$ cat config.mk
export PLATFORM = sky130hd
export DESIGN_NAME = spi_master_ctrl
export DESIGN_NICKNAME = d
export VERILOG_FILES = /design/src/rtl/spi_master_ctrl.sv
export SDC_FILE = /design/constraint.sdc
export NUM_CORES = 1
export LEC_CHECK = 0
export CORE_MARGIN = 5
export CORE_UTILIZATION = 42
export CTS_CLUSTER_SIZE = 24
export DETAILED_ROUTE_END_ITERATION = 7
export PLACE_DENSITY = 0.66
export SYNTH_ARGS = -nofsm -noshare
export SYNTH_HDL_FRONTEND = slang
export SYNTH_SLANG_ARGS = --single-unit
$ cat constraint.sdc
create_clock -name clk -period 2.9 [get_ports clk]
set_input_delay 0.29 -clock clk [delete_from_list [all_inputs] [get_ports clk]]
set_output_delay 0.29 -clock clk [all_outputs]
set_load 0.05 [all_outputs]
$ cat src/rtl/spi_master_ctrl.sv
// SPI master: sends one 10-bit {cmd,wdata} frame MSB first; rd-data frames also capture a MISO byte.
// Optional abort support is enabled by defining SPI_MASTER_ABORT_EN.
module spi_master_ctrl #(
    parameter int unsigned TURNAROUND = 2,
    parameter int unsigned IDLE_GAP   = 1
) (
    input  logic       clk,
    input  logic       rst,
    input  logic       start,
    input  logic [1:0] cmd,
    input  logic [7:0] wdata,
    output logic       busy,
    output logic       done,
    output logic [7:0] rdata,
    output logic       rdata_valid,
    output logic       SS_n,
    output logic       MOSI,
    input  logic       MISO
`ifdef SPI_MASTER_ABORT_EN
    ,
    input  logic       abort,
    output logic       aborted
`endif
);

    localparam int unsigned CW = 16;

    typedef enum logic [2:0] {
        StIdle,
        StSelect,
        StShift,
        StTurn,
        StCapture,
        StEnd
    } state_e;

    state_e          state_q, state_d;
    logic [9:0]      frame_q, frame_d;
    logic [3:0]      bit_cnt_q, bit_cnt_d;
    logic [CW-1:0]   cnt_q, cnt_d;
    logic [6:0]      shift_q, shift_d;
    logic            busy_q, busy_d;
    logic            ss_n_q, ss_n_d;
    logic            mosi_q, mosi_d;
    logic            done_q, done_d;
    logic [7:0]      rdata_q, rdata_d;
    logic            rdata_valid_q, rdata_valid_d;
`ifdef SPI_MASTER_ABORT_EN
    logic            aborted_q, aborted_d;
`endif

    always_comb begin
        state_d       = state_q;
        frame_d       = frame_q;
        bit_cnt_d     = bit_cnt_q;
        cnt_d         = cnt_q;
        shift_d       = shift_q;
        busy_d        = busy_q;
        ss_n_d        = ss_n_q;
        mosi_d        = mosi_q;
        done_d        = 1'b0;
        rdata_d       = rdata_q;
        rdata_valid_d = 1'b0;
`ifdef SPI_MASTER_ABORT_EN
        aborted_d     = 1'b0;
`endif
        unique case (state_q)
            StIdle: begin
                if (start) begin
                    state_d = StSelect;
                    frame_d = {cmd, wdata};
                    busy_d  = 1'b1;
                    ss_n_d  = 1'b0;
                    mosi_d  = cmd[1];
                end
            end
            StSelect: begin
                state_d   = StShift;
                mosi_d    = frame_q[9];
                bit_cnt_d = 4'd9;
            end
            StShift: begin
                // bit_cnt holds the index of the bit currently on MOSI; 0 means the frame is out
                if (bit_cnt_q != 4'd0) begin
                    mosi_d    = frame_q[bit_cnt_q - 4'd1];
                    bit_cnt_d = bit_cnt_q - 4'd1;
                end else begin
                    mosi_d = 1'b0;
                    if (frame_q[9:8] == 2'b11) begin
                        bit_cnt_d = 4'd7;
                        if (TURNAROUND == 1) begin
                            state_d = StCapture;
                        end else begin
                            state_d = StTurn;
                            cnt_d   = CW'(TURNAROUND - 2);
                        end
                    end else begin
                        state_d = StEnd;
                        ss_n_d  = 1'b1;
                        done_d  = 1'b1;
                        cnt_d   = CW'(IDLE_GAP - 1);
                    end
                end
            end
            StTurn: begin
                if (cnt_q == '0) begin
                    state_d = StCapture;
                end else begin
                    cnt_d = cnt_q - 1'b1;
                end
            end
            StCapture: begin
                shift_d = {shift_q[5:0], MISO};
                if (bit_cnt_q == 4'd0) begin
                    rdata_d       = {shift_q, MISO};
                    rdata_valid_d = 1'b1;
                    done_d        = 1'b1;
                    ss_n_d        = 1'b1;
                    state_d       = StEnd;
                    cnt_d         = CW'(IDLE_GAP - 1);
                end else begin
                    bit_cnt_d = bit_cnt_q - 4'd1;
                end
            end
            StEnd: begin
                if (cnt_q == '0) begin
                    state_d = StIdle;
                    busy_d  = 1'b0;
                end else begin
                    cnt_d = cnt_q - 1'b1;
                end
            end
            default: state_d = StIdle;
        endcase
`ifdef SPI_MASTER_ABORT_EN
        // Abort overrides whatever the active state decided, including a completing capture
        if (abort && (state_q inside {StSelect, StShift, StTurn, StCapture})) begin
            state_d       = StEnd;
            ss_n_d        = 1'b1;
            mosi_d        = 1'b0;
            done_d        = 1'b0;
            rdata_valid_d = 1'b0;
            rdata_d       = rdata_q;
            cnt_d         = CW'(IDLE_GAP - 1);
            aborted_d     = 1'b1;
        end
`endif
    end

    always_ff @(posedge clk or posedge rst) begin
        if (rst) begin
            state_q       <= StIdle;
            frame_q       <= '0;
            bit_cnt_q     <= '0;
            cnt_q         <= '0;
            shift_q       <= '0;
            busy_q        <= 1'b0;
            ss_n_q        <= 1'b1;
            mosi_q        <= 1'b0;
            done_q        <= 1'b0;
            rdata_q       <= 8'h00;
            rdata_valid_q <= 1'b0;
        end else begin
            state_q       <= state_d;
            frame_q       <= frame_d;
            bit_cnt_q     <= bit_cnt_d;
            cnt_q         <= cnt_d;
            shift_q       <= shift_d;
            busy_q        <= busy_d;
            ss_n_q        <= ss_n_d;
            mosi_q        <= mosi_d;
            done_q        <= done_d;
            rdata_q       <= rdata_d;
            rdata_valid_q <= rdata_valid_d;
        end
    end

`ifdef SPI_MASTER_ABORT_EN
    always_ff @(posedge clk or posedge rst) begin
        if (rst) begin
            aborted_q <= 1'b0;
        end else begin
            aborted_q <= aborted_d;
        end
    end

    assign aborted = aborted_q;
`endif

    assign busy        = busy_q;
    assign done        = done_q;
    assign rdata       = rdata_q;
    assign rdata_valid = rdata_valid_q;
    assign SS_n        = ss_n_q;
    assign MOSI        = mosi_q;

endmodule
Word-level counts from Yosys, hierarchy flattened --
Index checks and enable logic that the tools add are counted.
Operators by class: $add $sub $neg 2, $mul 0, divide/modulo/power cells 0, magnitude comparators 1, equality and inequality tests 15, shift operators 0, mux-type cells 33, bitwise operators 0, reductions and logical operators 18
Operators by type and width (count):
- $mux 16 | 3
- $pmux 16 s3 | 1
- $mux 3 | 6
- $pmux 3 s6 | 1
- $logic_not 16->1 | 1
- $ne 2x2->1 const B | 8
- $sub 16x1->16 const B | 1
- $mux 1 | 13
- $mux 4 | 3
- $pmux 4 s3 | 1
- $reduce_bool 3->1 | 4
- $reduce_and 5->1 | 2
- $eq 3x2->1 const B | 2
- $eq 3x3->1 const B | 2
- $pmux 1 s3 | 2
- $reduce_and 2->1 | 3
- $reduce_and 3->1 | 2
- $lt 4x5->1 const B | 1
- $bmux 1 s4 | 1
- $logic_not 4->1 | 1
- $pmux 1 s2 | 2
- $reduce_and 4->1 | 1
- $reduce_bool 4->1 | 1
- $sub 4x1->4 const B | 1
- other kinds (6) | 6
Storage, ports and cells: flip-flop bits (word level) 53, bits in latches 0, RAM bits 0, ROM bits 0, word-level logic and storage cells 80, memories kept 0

Longest topological paths before layout --
depth after elaboration 5, gate-level depth with buffers 8

Worst setup path before layout --
OpenSTA, ideal clock, no wires.
kind register to register, from register bit_cnt_q[0], to register bit_cnt_q[1], data arrival time 1.927 ns, data required time 2.772 ns, slack 0.845 ns, stages on the path, launching flop included 8, buffers on the path 1, path through dfrtp_1 clkbuf_1 inv_1 ha_1 nor3b_2 nand2_1 a221oi_2 mux2_1
Between the ends: cells in the longest elaborated chain, start to end 3, elaborated cells between the ends (all ways) 9, those cells by class add/sub: 1; eq/ne: 2; mux: 3; reduce/logical: 3
Ends and longest elaborated chain:
- from (decl) | line 39 | logic [3:0] bit_cnt_q, bit_cnt_d;
- from (signal assigned) | line 166 | bit_cnt_q <= bit_cnt_d;
- $sub 4x1->4 (tied with other cells) | line 86, 122
- $mux 4 (tied with other cells) | line 114 | if (bit_cnt_q == 4'd0) begin
- $pmux 4 s3 or $reduce_and 3->1 (tied branches)
Several ways; a longest one is shown, not always the timed one. The select of a mux whose other input is x is not followed. A chain may end at the register's enable or synchronous reset.

Final worst setup path --
Ends and elaborated chain as after synthesis.

==> flow_summary.json <==
{
  "gp_congestion": 0.8046,
  "period_share_pct": 78.46,
  "rows": 29,
  "slew_violations": 0,
  "synth-async-reset-ratio_pct": 100.0,
  "dpl.cell_count": 340,
  "timing.slew.headroom_pct": 61.42,
  "die_w_um": 90.83,
  "cp-start-kind": "flop",
  "ys_warn_count": 0,
  "drive_gt1_share_pct": 20.30,
  "fill_cells": 569,
  "synth_edf_count": 0,
  "drc": 0,
  "io_pins": 27,
  "clk_pin_slew_worst_paths_ns": 0.10,
  "cp.required_ns": 3.10,
  "area_growth_pct": 15.78,
  "grt_use_total_pct": 13.07,
  "cts_tree": "built",
  "clock-root-buffer": "clkbuf_8",
  "chipHeight_um": 90.83,
  "clk_latency_ns": 0.31,
  "die_area_um2": 8249,
  "critPathKind": "reg -> reg",
  "first_iter_violations": 83,
  "syn_nets": 260,
  "synth_seq_cells": 53,
  "crit_fanout": 6,
  "cts.repair.resized": 0,
  "endpoint_kind": "flop",
  "post_cts_buffers": 0,
  "grt_max_degree": 54,
  "p_per_area_nw_per_um2": 821.3,
  "grt_pass1_wl_um": 8990,
  "nets": 286,
  "yosysSeqAreaShare_pct": 48.38,
  "tns_ns": 0,
  "setup_violations": 0,
  "max_freq_mhz": 439.5,
  "core-area_um2": 6350,
  "hold_viol": 0,
  "drt_pass1_iterations": 4,
  "rrSetupSlack_ns": 0.62,
  "syn_avg_cell_area_um2": 11.25,
  "finalClockSkew_ns": 0.01015,
  "vdd_drop_max_uv": 669.7,
  "start_util_pct": 43.21,
  "syn_inst": 244,
  "status": "finished clean",
  "overflow": 0,
  "preCtsSetupSlack_ns": 0.6929,
  "grt_pass1_vias": 1885,
  "fin_crit_ns": 2.275,
  "r2r_cells": 6,
  "ant_nets": 0,
  "cts_sinks": 53,
  "r2r_end": "bit_cnt_q[1]",
  "worstReg2RegStart": "bit_cnt_q[0]",
  "drt-wirelength-per-cell_um": 14.59,
  "portBuffers": 26,
  "syn_area_um2": 2744,
  "holdBufCountCts": 0,
  "ys_types": 59,
  "leakagePower_nw": 1.382,
  "ys.flop_type": "dfrtp_1",
  "stdcell_count": 348,
  "routed_via_density": 5.468,
  "htree_levels": 2,
  "grt_setup_unrepaired": "false",
  "cts_made_buffers": 5,
  "worst_slack_ns": 0.6246,
  "num_antenna_cells": 0,
  "maxCapViolCount": 0,
  "place_hpwl_um": 3659,
  "cts_buffer_depth": 2,
  "antenna_found_initial": 0,
  "vias": 1903,
  "holdWs_ns": 0.3461,
  "max_slew.worst_pin.slew_ns": 0.5787,
  "cp.arrival_ns": 2.48,
  "drt_wl_total_um": 5078,
  "hp-class": "in -> async"
}
-- per-stage QoR --
stage	instance area, um2	util [%]	power (W)
2_1_floorplan	2744	-	0.001938
3_3_place_gp	3085	48.59	0.002193
3_5_place_dp	3085	48.59	0.002210
4_1_cts	3177	50.03	0.002638
5_1_grt	3177	50.03	0.002800
6_report	3177	50.03	0.002609
-- cells in the mapped netlist, drive strengths merged, types with 3 or more instances --
| cell | n | area, um2 |
|---|---|---|
| nand4 | 3 | 18.77 |
| or4 | 7 | 52.55 |
| inv | 12 | 45.04 |
| mux2 | 26 | 292.8 |
| buf | 7 | 42.54 |
| nor3 | 7 | 45.04 |
| nor4 | 6 | 43.79 |
| o21ai | 6 | 30.03 |
| o31ai | 4 | 30.03 |
| dfrtp | 52 | 1301 |
| xnor2 | 3 | 26.28 |
| mux2i | 11 | 110.1 |
| nor2 | 12 | 45.04 |
| nand3 | 6 | 30.03 |
| clkbuf | 4 | 15.01 |
| a21oi | 12 | 60.06 |
| nand2b | 9 | 56.30 |
| nand2 | 18 | 70.07 |
-- state kept, by name (all words and copies together) (netlist names) --
register / flops
MOSI: 1
SS_n: 1
bit_cnt_q: 4
busy: 1
cnt_q: 16
done: 1
frame_q: 10
rdata: 8
rdata_valid: 1
shift_q: 7
state_q: 3
-- placed cells by master (no fill, tap or decap), drive strengths merged, types with 3 or more instances in the layout --
cell type      netlist  routed
a21oi               12      12
buf                  7       4
clkbuf               4       5
clkdlybuf4s50        0      26
clkinv               0       3
dfrtp               52      52
inv                 12      12
mux2                26      26
mux2i               11      11
nand2               18      18
nand2b               9       9
nand3                6       6
nand4                3       3
nor2                12      12
nor3                 7       7
nor4                 6       6
o21ai                6       6
o31ai                4       4
or4                  7       7
xnor2                3       3
-- logic make-up (layout without fill, tap and decap cells) --
| kind of cell | count (synthesis) | after routing | synth area share (%) |
|---|---|---|---|
| and+or+nand+nor | 83 | 83 | 18.01 |
| DFF | 53 | 53 | 48.38 |
| AOI/OAI and AO/OA | 40 | 40 | 10.67 |
| muxes | 39 | 39 | 16.32 |
| buffers and inverters | 23 | 50 | 3.739 |
| xor gates and xnor gates | 4 | 4 | 1.961 |
| adders and majority gates | 2 | 2 | 0.9118 |
-- per-layer routing --
| metal | vias up | global-route usage (%) | part of all wire [%] | wire, um |
|---|---|---|---|---|
| li1 | 941 | - | - | - |
| met3 | 5 | 2.917 | 4.1 | 210 |
| met2 | 37 | 21.07 | 47 | 2368 |
| met1 | 920 | 17.67 | 48 | 2441 |
| met4 | 0 | 3.667 | 1.1 | 58 |
| met5 | - | 0 | 0 | 0 |
-- cell type report --
class | instances | area [um2] | area share, %
clock buffers | 5 | 68.82 | 2.166
clock inverters | 3 | 22.52 | 0.7089
repair buffers | 30 | 302.8 | 9.531
inverters | 12 | 45.04 | 1.418
well taps | 77 | 96.34 | 3.033
flip-flops and latches | 53 | 1328 | 41.79
multi-input cells | 168 | 1314 | 41.35
-- critical path, cell delays in order, from the launching register on --
cell	delay, ns
dfrtp_1	0.48
inv_1	0.10
ha_1	0.26
nor3b_2	0.39
nand2_1	0.17
a221oi_2	0.42
mux2_1	0.36
-- worst max path at each step --
stage	start	to	slack, ns	depth (start not counted)
global placement	bit_cnt_q[0]	bit_cnt_q[1]	0.75	6
global route	bit_cnt_q[0]	bit_cnt_q[1]	0.48	6
CTS	bit_cnt_q[0]	bit_cnt_q[1]	0.66	6
finish	bit_cnt_q[0]	bit_cnt_q[1]	0.62	6
detailed placement	bit_cnt_q[0]	bit_cnt_q[1]	0.69	6
floorplan	bit_cnt_q[0]	bit_cnt_q[1]	0.85	7
-- report_power, final --
part	switching [W]	internal, W
clock network	0.000243	0.000172
logic	0.000584	0.000501
registers	0.000178	0.000931
No activity file was read; power rests on OpenSTA's default activity.
